### config.mk
export PLATFORM = sky130hd
export DESIGN_NAME = multiplier_top
export DESIGN_NICKNAME = d
export VERILOG_FILES = /design/src/rtl/multiplier_top.sv
export SDC_FILE = /design/constraint.sdc
export NUM_CORES = 1
export LEC_CHECK = 0
export BUFFER_PORTS_ARGS = -buffer_cell sky130_fd_sc_hd__buf_2
export CORE_MARGIN = 2
export CORE_UTILIZATION = 45
export DETAILED_ROUTE_END_ITERATION = 16
export GPL_TIMING_DRIVEN = 0
export SYNTH_ARGS = -nofsm -noshare
export SYNTH_HDL_FRONTEND = slang
export SYNTH_SLANG_ARGS = --single-unit
### constraint.sdc
create_clock -name clk -period 3.12 [get_ports clk]
set_input_delay 0.312 -clock clk [delete_from_list [all_inputs] [get_ports clk]]
set_output_delay 0.312 -clock clk [all_outputs]
set_load 0.02 [all_outputs]
### src/rtl/multiplier_top.sv
`default_nettype none
// ============================================================================
// multiplier_top : lane-parallel unsigned shift-add multiplier, valid/busy handshake
// Revision 1.0
// ============================================================================
module multiplier_top #(
  parameter int SIZE  = 6,
  parameter int WIDTH = 9
) (
  input  logic                 clk,
  input  logic                 rst_n,
  input  logic [WIDTH-1:0]     factor_a [SIZE],
  input  logic [WIDTH-1:0]     factor_b [SIZE/2],
  input  logic                 valid_in,
  output logic                 busy_out,
  output logic [2*WIDTH-1:0]   product  [SIZE],
  output logic                 valid_out
);

  localparam int CNT_W = $clog2(WIDTH + 1);

  typedef enum logic [1:0] {
    IDLE = 2'd0,
    RUN  = 2'd1,
    DONE = 2'd2
  } state_t;

  state_t           state;
  logic [CNT_W-1:0] counter;
  logic             capture;
  logic             last_step;

  assign capture   = (state == IDLE) && valid_in;
  assign last_step = (state == RUN) && (counter == CNT_W'(WIDTH - 1));
  assign busy_out  = (state != IDLE);

  always_ff @(posedge clk or negedge rst_n) begin
    if (!rst_n) begin
      state     <= IDLE;
      counter   <= '0;
      valid_out <= 1'b0;
    end else begin
      case (state)
        IDLE: begin
          valid_out <= 1'b0;
          if (valid_in) begin
            state   <= RUN;
            counter <= '0;
          end
        end
        RUN: begin
          counter <= counter + 1'b1;
          if (last_step) begin
            valid_out <= 1'b1;
            state     <= DONE;
          end
        end
        DONE: begin
          valid_out <= 1'b0;
          state     <= IDLE;
        end
        default: begin
          valid_out <= 1'b0;
          state     <= IDLE;
        end
      endcase
    end
  end

  // Each lane pairs with divisor i/2, mirroring the divider array layout.
  for (genvar i = 0; i < SIZE; i++) begin : g_lane
    logic [2*WIDTH-1:0] mcand;
    logic [WIDTH-1:0]   mult;
    logic [2*WIDTH-1:0] acc;
    logic [2*WIDTH-1:0] acc_next;
    logic [2*WIDTH-1:0] prod_q;

    assign acc_next   = mult[0] ? (acc + mcand) : acc;
    assign product[i] = prod_q;

    always_ff @(posedge clk or negedge rst_n) begin
      if (!rst_n) begin
        mcand  <= '0;
        mult   <= '0;
        acc    <= '0;
        prod_q <= '0;
      end else if (capture) begin
        mcand <= {{WIDTH{1'b0}}, factor_a[i]};
        mult  <= factor_b[i/2];
        acc   <= '0;
      end else if (state == RUN) begin
        acc   <= acc_next;
        mcand <= mcand << 1;
        mult  <= mult >> 1;
        if (last_step) begin
          prod_q <= acc_next;
        end
      end
    end
  end : g_lane

endmodule : multiplier_top
`default_nettype wire

==> results of run 1 <==
final timing paths:
check / cells after the start / slack (ns) / to / from
setup reg to reg: 7 / 0.14 / g_lane[3].mcand[4] / state[0]
hold / removal: 3 / 0.02 / g_lane[2].mcand[3] / factor_a[30]
min in group asynchronous: 2 / 0.33 / g_lane[0].mult[2] / rst_n
setup / recovery: 7 / 0.14 / g_lane[3].mcand[4] / state[0]
max in group asynchronous: 5 / 1.00 / g_lane[3].prod_q[11] / rst_n
hold reg to reg: 2 / 0.47 / g_lane[0].prod_q[16] / g_lane[0].prod_q[16]
cells in the final DEF (no fill, tap or decap), types with 23 or more instances in the layout:
master         netlist  layout
clkbuf_1            83      85
ha_1               104     104
a21o_1              47      47
nand3_1             27      27
nor2_1              83      83
xnor2_1             51      51
a22oi_1             66      66
a22o_1              59      59
dlygate4sd3_1        0      78
a21oi_1             86      86
dfrtp_1            358     358
inv_1               49      49
clkbuf_16            0      43
mux2i_1             64      64
xor2_1              39      39
o21ai_1             23      23
buf_2                4     197
nand2_1            437     437
o21ai_0            209     209
through the flow:
step	instances	setup slack [ns]	instance area [sq um]	TNS (ns)	total power, mW
after global routing	2939	0.001143	23200	0	29.36
after floorplan	2052	0.7330	19290	0	17.73
after global placement	2784	-5.484	20930	-1946.35	21.77
final	2940	0.1366	23200	0	27.28
after CTS	2939	0.01270	23180	0	27.27
after detailed placement	2787	-0.3130	21020	-6.039	22.11
sequential cells by signal, indices dropped and copies added (netlist names):
name	cells
counter	4
g_lane.acc	108
g_lane.mcand	108
g_lane.mult	27
g_lane.prod_q	108
state	2
valid_out	1
report_power, final:
part           switching (mW)  internal [mW]
clock network            2.02           2.96
registers                1.60           6.65
logic                    8.76           5.29
total                    12.4           14.9
cell families after synthesis:
| logic type | count (synthesis) |
|---|---|
| muxes | 71 |
| adders and majority gates | 110 |
| and+or+nand+nor | 656 |
| buffers and inverters | 158 |
| xor gates and xnor gates | 90 |
| DFF | 358 |
| AOI/OAI and AO/OA | 609 |
Yosys cell counts (all sizes together), types with 11 or more instances:
cell type  number
xnor2          51
a21oi          91
nand2         437
nand2b         13
buf            25
nand4          12
inv            49
dfrtp         358
a22oi          68
o21a           16
a211oi         11
mux2i          64
o31ai          12
nor2           83
nand3          27
nor3           20
xor2           39
nor2b          22
a22o           59
o21ai         234
a21o           50
ha            104
clkbuf         83
critical path: cells and delay by family, from the launching register on:
kind            cells  cell delay [ns]
compound gates      1             0.15
buf+inv             3             1.86
flops               1             0.39
simple gates        3             0.51
routing by layer:
metal | track usage | wire length (um) | vias up
li1 | - | - | 7897
met1 | 0.3911 | 27890 | 8161
met2 | 0.4209 | 26440 | 506
met3 | 0.06690 | 4411 | 103
met4 | 0.09713 | 2066 | 0
met5 | 0 | 0 | -
layout make-up:
cell class	count	area [sq um]	share of cell area
Multi-Input combinational cell	1536	9716	0.4187
Sequential cell	358	8959	0.3861
Timing Repair Buffer	274	1839	0.07926
Clock buffer	61	1224	0.05273
Tap cell	539	674.4	0.02906
Buffer	109	460.4	0.01984
Inverter	49	183.9	0.007926
Clock inverter	13	146.4	0.006309
Antenna cell	1	2.502	0.0001078
what timing repair did:
action / CTS / global route
hold buffers: 78 / 0
setup endpoints to repair: 54 / 64
hold endpoints to repair: 159 / 0
gates resized for setup: 6 / 14
==> impl_metrics.toml, run 1 <==
[outcome]
status = "completed"

[synthesis]
syn-cell-area_sq_um = 19290
synthAdderAreaFrac = 0.07369
yosys.area_share.simple = 0.1443
synth_flop_cell = "dfrtp_1"
ys_warn_count = 0
synth_edf_count = 0
synth_area_leader_cell = "dfrtp_1"
synth_top_area_share = 0.4645
syn_area_per_cell_sq_um = 9.399
synth_seq_area_share = 0.4645
synth_top_family_by_area = "compound AO/OA/AOI/OAI gates"
ys_types = 75
async_flop_share = 1.000
syn_inst = 2052
synth-compound-area-share = 0.2073
synthTopCellsByArea = "dfrtp_1 (46%), nand2_1 (8.5%), ha_1 (6.7%), o21ai_0 (5.4%), mux2i_1 (3.3%)"
muxShareOfSynthArea = 0.03730
synth_fp_nets = 2246
synth_xor_area_frac = 0.04087
ys_ff_latch = 358

[die]
ios = 194
die_w_um = 211.0
row_count = 75
die_area_sq_um = 44530
start_util = 0.4578
core-area_sq_um = 42130
fp.dieH_um = 211.0

[drt]
routed_wl_um = 60810
wl_per_cell_um = 20.68
drc = 0
drt_iter0_drc = 1358
final_antenna_net_count = 0
viasPerCell = 5.669
vias = 16670
drt_pass1_iterations = 6

[clock_tree]
clock-sinks = 358
clk_latency_ns = 0.57
cts_tree = "yes"
clk_path_buf_depth = 3
cts_root_buffer = "clkbuf_16"
h-tree-depth = 2
cts_buffers = 41
path_clk_slew_ns = 0.06
post_cts_buffers = 0

[pwr]
powerDensity_nw_per_um2 = 1176
p_leak_nw = 11.25
ir_drop_mv = 0.4639

[worst_setup_path]
end_kind = "register"
critPathMostFrequentCell = "clkbuf_1"
cp_max_fo = 10
cp.required_ns = 3.62
cpPeakStageDelay_ns = 0.70
arrival_ns = 3.48
path_class = "reg -> reg"
start_kind = "register"
crit_chain = "nor2_1, and2_1, clkbuf_1, clkbuf_2, clkbuf_1, a22oi_1, nand2_1"
worst_path_max_delay_cell = "clkbuf_1"

[sta]
maxSlewHeadroom = 0.3631
rsz0062_at_grt = "false"
finalClockSkew_ns = 0.01523
period_share = 0.9562
slew_violations = 0
holdWs_ns = 0.02402
tightestPinTransition_ns = 0.9553
fmax_ghz = 0.3352
setup_viol = 0
period_minus_slack_ns = 2.983
finalHoldViolCount = 0

[global_route]
grt_pass1_vias = 16490
grt_max_degree = 98
antenna_found_initial = 1
grt_use_total = 0.2784
grt_pass1_wl_um = 95000
overflow = 0

[final_layout]
drive_gt1_frac = 0.1325
nets = 2563
fill_cells = 3855
area.growth.synth_to_final_pct = 20.31
post-route-util = 0.5507

[placed_design]
gp_congestion = 0.9092
portBuffers = 193
dp_hpwl_um = 43620

[run]
maxCapViolations = 0

[hold_path]
hp-class = "in -> reg"
(Power assumes the default switching activity.)
==> run 2, diff against run 1 <==
--- a/config.mk
+++ b/config.mk
@@ -10,6 +10,8 @@
 export CORE_UTILIZATION = 45
 export DETAILED_ROUTE_END_ITERATION = 16
 export GPL_TIMING_DRIVEN = 0
+export PLACE_DENSITY = 0.65
+export SETUP_SLACK_MARGIN = 0.3
 export SYNTH_ARGS = -nofsm -noshare
 export SYNTH_HDL_FRONTEND = slang
 export SYNTH_SLANG_ARGS = --single-unit
==> run 2 against run 1 <==
Combinational power hardly changed. Cell count is 0.27% lower. Fmax is 8.7% higher. Clock skew is 0.0013 ns higher. Setup slack better by 0.24 ns. Via count is 1.3% higher. Design area is 0.27% higher. Largest power group unchanged. Non-clock buffer count is 3 higher.
==> impl_metrics.toml, run 2 (same netlist as run 1, synthesis figures left out) <==
[drt]
routed_wl_um = 60840
vias = 16880
viasPerCell = 5.759
drt_pass1_iterations = 6
wl_per_cell_um = 20.75
drt_iter0_drc = 1420
drc = 0
final_antenna_net_count = 0

[sta]
period_minus_slack_ns = 2.745
fmax_ghz = 0.3643
setup_viol = 0
maxSlewHeadroom = 0.3516
finalHoldViolCount = 0
finalClockSkew_ns = 0.01657
final.setup.tns_ns = 0
period_share = 0.8798
rsz0062_at_grt = "true"
slew_violations = 0
tightestPinTransition_ns = 0.9725

[die]
ios = 194
die_w_um = 211.0
row_count = 75
die_area_sq_um = 44530
start_util = 0.4578
fp.dieH_um = 211.0
core-area_sq_um = 42130

[clock_tree]
clk_latency_ns = 0.56
cts_tree = "yes"
h-tree-depth = 2
path_clk_slew_ns = 0.06
cts_root_buffer = "clkbuf_16"
cts_buffers = 40
clock-sinks = 358
clk_path_buf_depth = 3

[pwr]
p_leak_nw = 11.25
powerDensity_nw_per_um2 = 1176
ir_drop_mv = 0.5640

[final_layout]
final_cell_mix = "nand2_1 (436), dfrtp_1 (358), o21ai_0 (203)"
fin_area_sq_um = 23270
layout_commonest_cell = "nand2_1"
top_regs = "g_lane.acc x108, g_lane.mcand x108, g_lane.prod_q x108"
fill_cells = 3789
fin_cells = 2932
diodes = 0
area.growth.synth_to_final_pct = 20.64
nets = 2565
drive_gt1_frac = 0.1454

[worst_setup_path]
critPathLaunch = "g_lane[5].acc[0]"
end_kind = "register"
r2r_cells = 12
worst-path-stages = 12
critPathTopFamily = "compound AO/OA/AOI/OAI gates"
path_class = "reg -> reg"
crit_chain = "ha_1, inv_1, fa_1, nor2b_1, o21ai_1, a21boi_1, o21ai_0, a21oi_2, a31oi_2, o21bai_1, xor2_1, o221a_2"
cp_max_fo = 3
cp.required_ns = 3.61
arrival_ns = 3.23
worst_path_max_delay_cell = "fa_1"
r2r-start = "g_lane[5].acc[0]"
crit_buf_inv = 1
start_kind = "register"
cpPeakStageDelay_ns = 0.41

[global_route]
overflow = 0
grt_pass1_wl_um = 94390
grt_max_degree = 118
grt_pass1_vias = 16690
antenna_found_initial = 0
grt_use_total = 0.2748

[placed_design]
gp_congestion = 0.9063
dp_hpwl_um = 43350
place_area_sq_um = 21020
portBuffers = 193
dp.cells = 2787

[run]
maxCapViolations = 0

[outcome]
status = "completed"

[hold_path]
worstHoldStart = "factor_a[10]"
whs_path_depth = 2
hp-class = "in -> reg"
## run 2: cell types whose count changed in the layout (fill, tap and decap cells not counted), moves of 3 or more
| cell | change |
|---|---|
| clkbuf_1 | -12 |
| clkbuf_2 | +9 |
| a21oi_1 | -6 |
| a21oi_2 | +6 |
| o21ai_0 | -6 |
| buf_4 | +5 |
| clkinv_2 | -4 |
| o21ai_1 | +3 |
| o21ai_2 | +3 |
## run 2: final cells by class
cell class	instances	area, sq um	area share
inverters	49	183.9	0.007904
clock buffers	55	1139	0.04893
repair buffers	277	1857	0.07980
flip-flops and latches	358	8959	0.3850
well taps	539	674.4	0.02898
plain buffers	109	467.9	0.02011
clock inverters	9	147.6	0.006345
multi-input cells	1536	9841	0.4229
## run 2: worst register-to-register path, cell delays in order (launching register included)
cell and delay, ns:
dfrtp_1 0.37, ha_1 0.18, inv_1 0.06, fa_1 0.41, nor2b_1 0.14, o21ai_1 0.09
a21boi_1 0.19, o21ai_0 0.15, a21oi_2 0.24, a31oi_2 0.14, o21bai_1 0.17, xor2_1 0.28
o221a_2 0.25
## run 2: where the power goes
group | switching (mW) | total, mW | internal, mW
logic | 8.88 | 14.3 | 5.38
clock network | 1.97 | 4.82 | 2.86
registers | 1.64 | 8.28 | 6.65
## run 2: final timing paths
check | to | slack (ns)
min in group asynchronous | g_lane[1].prod_q[8] | 0.44
max reg2reg | g_lane[5].prod_q[14] | 0.38
max in group asynchronous | g_lane[3].acc[8] | 1.27
min reg2reg | g_lane[3].prod_q[13] | 0.46
min | g_lane[4].mcand[1] | 0.02
max | g_lane[5].prod_q[14] | 0.38
## run 2: routing by layer
layer	up-vias	global-route usage	wire (um)
met4	0	0.1275	2816
met1	8275	0.3782	27070
met2	595	0.4256	26910
li1	7870	-	-
met3	144	0.04624	4046
met5	-	0	0
## run 2: what timing repair did
item                       in CTS  in global routing
pin swaps                       1                  7
setup buffers                   1                  4
resized for setup              19                 47
setup endpoints to repair     126                104
hold buffers                   76                  0
hold endpoints to repair      191                  0
## run 2: metrics by stage
step	power, mW	hold slack [ns]	setup slack, ns	util
floorplan	17.73	0.01641	0.7330	-
global placement	21.69	0.4518	-5.364	0.4967
detailed placement	22.10	0.4572	-0.2365	0.4989
CTS	27.13	0.002251	0.3059	0.5487
global route	29.28	0.01773	0.2194	0.5522
finish	27.37	0.02203	0.3750	0.5522
==> run 3, diff against run 2 <==
--- a/config.mk
+++ b/config.mk
@@ -6,11 +6,13 @@
 export NUM_CORES = 1
 export LEC_CHECK = 0
 export BUFFER_PORTS_ARGS = -buffer_cell sky130_fd_sc_hd__buf_2
+export CELL_PAD_IN_SITES_DETAIL_PLACEMENT = 2
+export CELL_PAD_IN_SITES_GLOBAL_PLACEMENT = 2
 export CORE_MARGIN = 2
-export CORE_UTILIZATION = 45
+export CORE_UTILIZATION = 38
 export DETAILED_ROUTE_END_ITERATION = 16
 export GPL_TIMING_DRIVEN = 0
-export PLACE_DENSITY = 0.65
+export PLACE_DENSITY = 0.82
 export SETUP_SLACK_MARGIN = 0.3
 export SYNTH_ARGS = -nofsm -noshare
 export SYNTH_HDL_FRONTEND = slang
==> run 3 against run 2 <==
Fmax fell by 3.2%. Routed wire length increased by 39%. Register-to-register slack lost 0.09 ns. Setup slack got worse by 0.090 ns. Critical path type unchanged. Critical endpoint is now g_lane[4].prod_q[17].
==> impl_metrics.toml, run 3 (same netlist as run 1, synthesis figures left out) <==
[sta]
final.setup.tns_ns = 0
setup_viol = 0
period_share = 0.9086
slew_violations = 0
period_minus_slack_ns = 2.835
finalClockSkew_ns = 0.02530
rsz0062_at_grt = "true"
maxSlewHeadroom = 0.3042
fmax_ghz = 0.3528
finalWorstSetupSlack_ns = 0.2852
finalHoldViolCount = 0
tightestPinTransition_ns = 1.044
holdWs_ns = 0.01013

[placed_design]
pre_cts_ws_ns = -0.5387
gp_congestion = 0.8877
dp_hpwl_um = 55270
portBuffers = 193

[final_layout]
drive_gt1_frac = 0.1780
area.growth.synth_to_final_pct = 24.14
final_cell_mix = "nand2_1 (436), dfrtp_1 (352), buf_2 (198)"
diodes = 0
top_regs = "g_lane.acc x108, g_lane.mcand x108, g_lane.prod_q x108"
nets = 2577
layout_commonest_cell = "nand2_1"

[die]
fp.dieH_um = 229.3
die_w_um = 229.3
core-area_sq_um = 50170
start_util = 0.3844
die_area_sq_um = 52570
row_count = 82
ios = 194

[worst_setup_path]
r2r-start = "g_lane[4].mcand[10]"
r2r_cells = 10
end_kind = "register"
arrival_ns = 3.27
cp_max_fo = 6
reg2reg_to = "g_lane[4].prod_q[17]"
start_kind = "register"
path_class = "reg -> reg"
cp.required_ns = 3.56
rrSetupSlack_ns = 0.29

[hold_path]
hp-class = "in -> reg"
min_to = "g_lane[0].mult[0]"
worstHoldStart = "factor_b[18]"
whs_path_depth = 3

[clock_tree]
h-tree-depth = 2
cts_buffers = 43
clock-sinks = 358
cts_tree = "yes"
cts_root_buffer = "clkbuf_16"
clk_latency_ns = 0.59
clk_path_buf_depth = 3
path_clk_slew_ns = 0.06

[drt]
drc = 0
final_antenna_net_count = 0
wl_per_cell_um = 27.40
routed_wl_um = 84600
vias = 18190
drt_iter0_drc = 1102
drt_pass1_iterations = 5
viasPerCell = 5.889

[global_route]
overflow = 0
grt_max_degree = 112
grt_pass1_wl_um = 125600
grt_use_total = 0.3123
grt_pass1_vias = 20410
antenna_found_initial = 1

[pwr]
power_mw = 30.21
ir_drop_mv = 0.4426
powerDensity_nw_per_um2 = 1262
p_leak_nw = 11.50

[run]
maxCapViolations = 0

[outcome]
status = "completed"
run 3: worst max path at each step:
stage                                    from                   end  slack (ns)
final                     g_lane[4].mcand[10]  g_lane[4].prod_q[17]        0.29
after floorplan            g_lane[4].mcand[0]  g_lane[4].prod_q[10]        0.73
after detailed placement           counter[0]   g_lane[1].prod_q[5]       -0.54
after global placement                  rst_n      g_lane[3].acc[8]       -5.65
after global routing      g_lane[4].mcand[10]  g_lane[4].prod_q[17]        0.19
after CTS                  g_lane[4].mcand[0]  g_lane[4].prod_q[10]        0.28
run 3: final cells by class:
| type | instances | area (sq um) |
|---|---|---|
| multi-input combinational | 1536 | 10060 |
| clock inverter | 16 | 205.2 |
| clock buffer | 62 | 1280 |
| tap | 672 | 840.8 |
| timing repair buffer | 286 | 1914 |
| fill | 5224 | 26230 |
| buffer | 109 | 493.0 |
| inverter | 49 | 183.9 |
| sequential | 358 | 8966 |
run 3: report_power, final:
group	leakage, nW	total (mW)	switching, mW	internal (mW)
clock	0.742	5.47	2.21	3.26
sequential	4.57	8.59	1.94	6.65
combinational	6.18	16.2	10.4	5.71
total	11.5	30.2	14.6	15.6
run 3: stage by stage:
stage,instance area (sq um),utilization,std cells
detailed placement,21190,0.4223,2920
floorplan,19290,-,2052
global placement,21090,0.4204,2917
global route,23940,0.4772,3088
finish,23940,0.4772,3088
CTS,23600,0.4705,3077
run 3: metal layers:
| layer | part of all wire | GRT usage | vias to the layer above | routed length, um |
|---|---|---|---|---|
| li1 | - | - | 7905 | - |
| met2 | 0.50 | 0.5446 | 590 | 42220 |
| met5 | 0.00015 | 0 | - | 13 |
| met4 | 0.051 | 0.1516 | 2 | 4303 |
| met1 | 0.40 | 0.3799 | 9462 | 34250 |
| met3 | 0.045 | 0.04246 | 227 | 3817 |
run 3: repair_timing:
action,in CTS,in global routing
gates resized for setup,55,88
buffers inserted,7,11
setup endpoints to repair,203,168
hold endpoints to repair,128,0
hold buffers,72,0
pin swaps,7,27
run 3: worst max-delay path, cell delays in order (launching register included):
cell      delay (ns)
dfrtp_1         0.46
ha_4            0.37
nand4_1         0.24
a211oi_2        0.29
o21ai_2         0.12
a21boi_2        0.24
o22ai_2         0.16
xnor2_1         0.24
nand2_1         0.12
xor2_2          0.30
o21ai_0         0.14
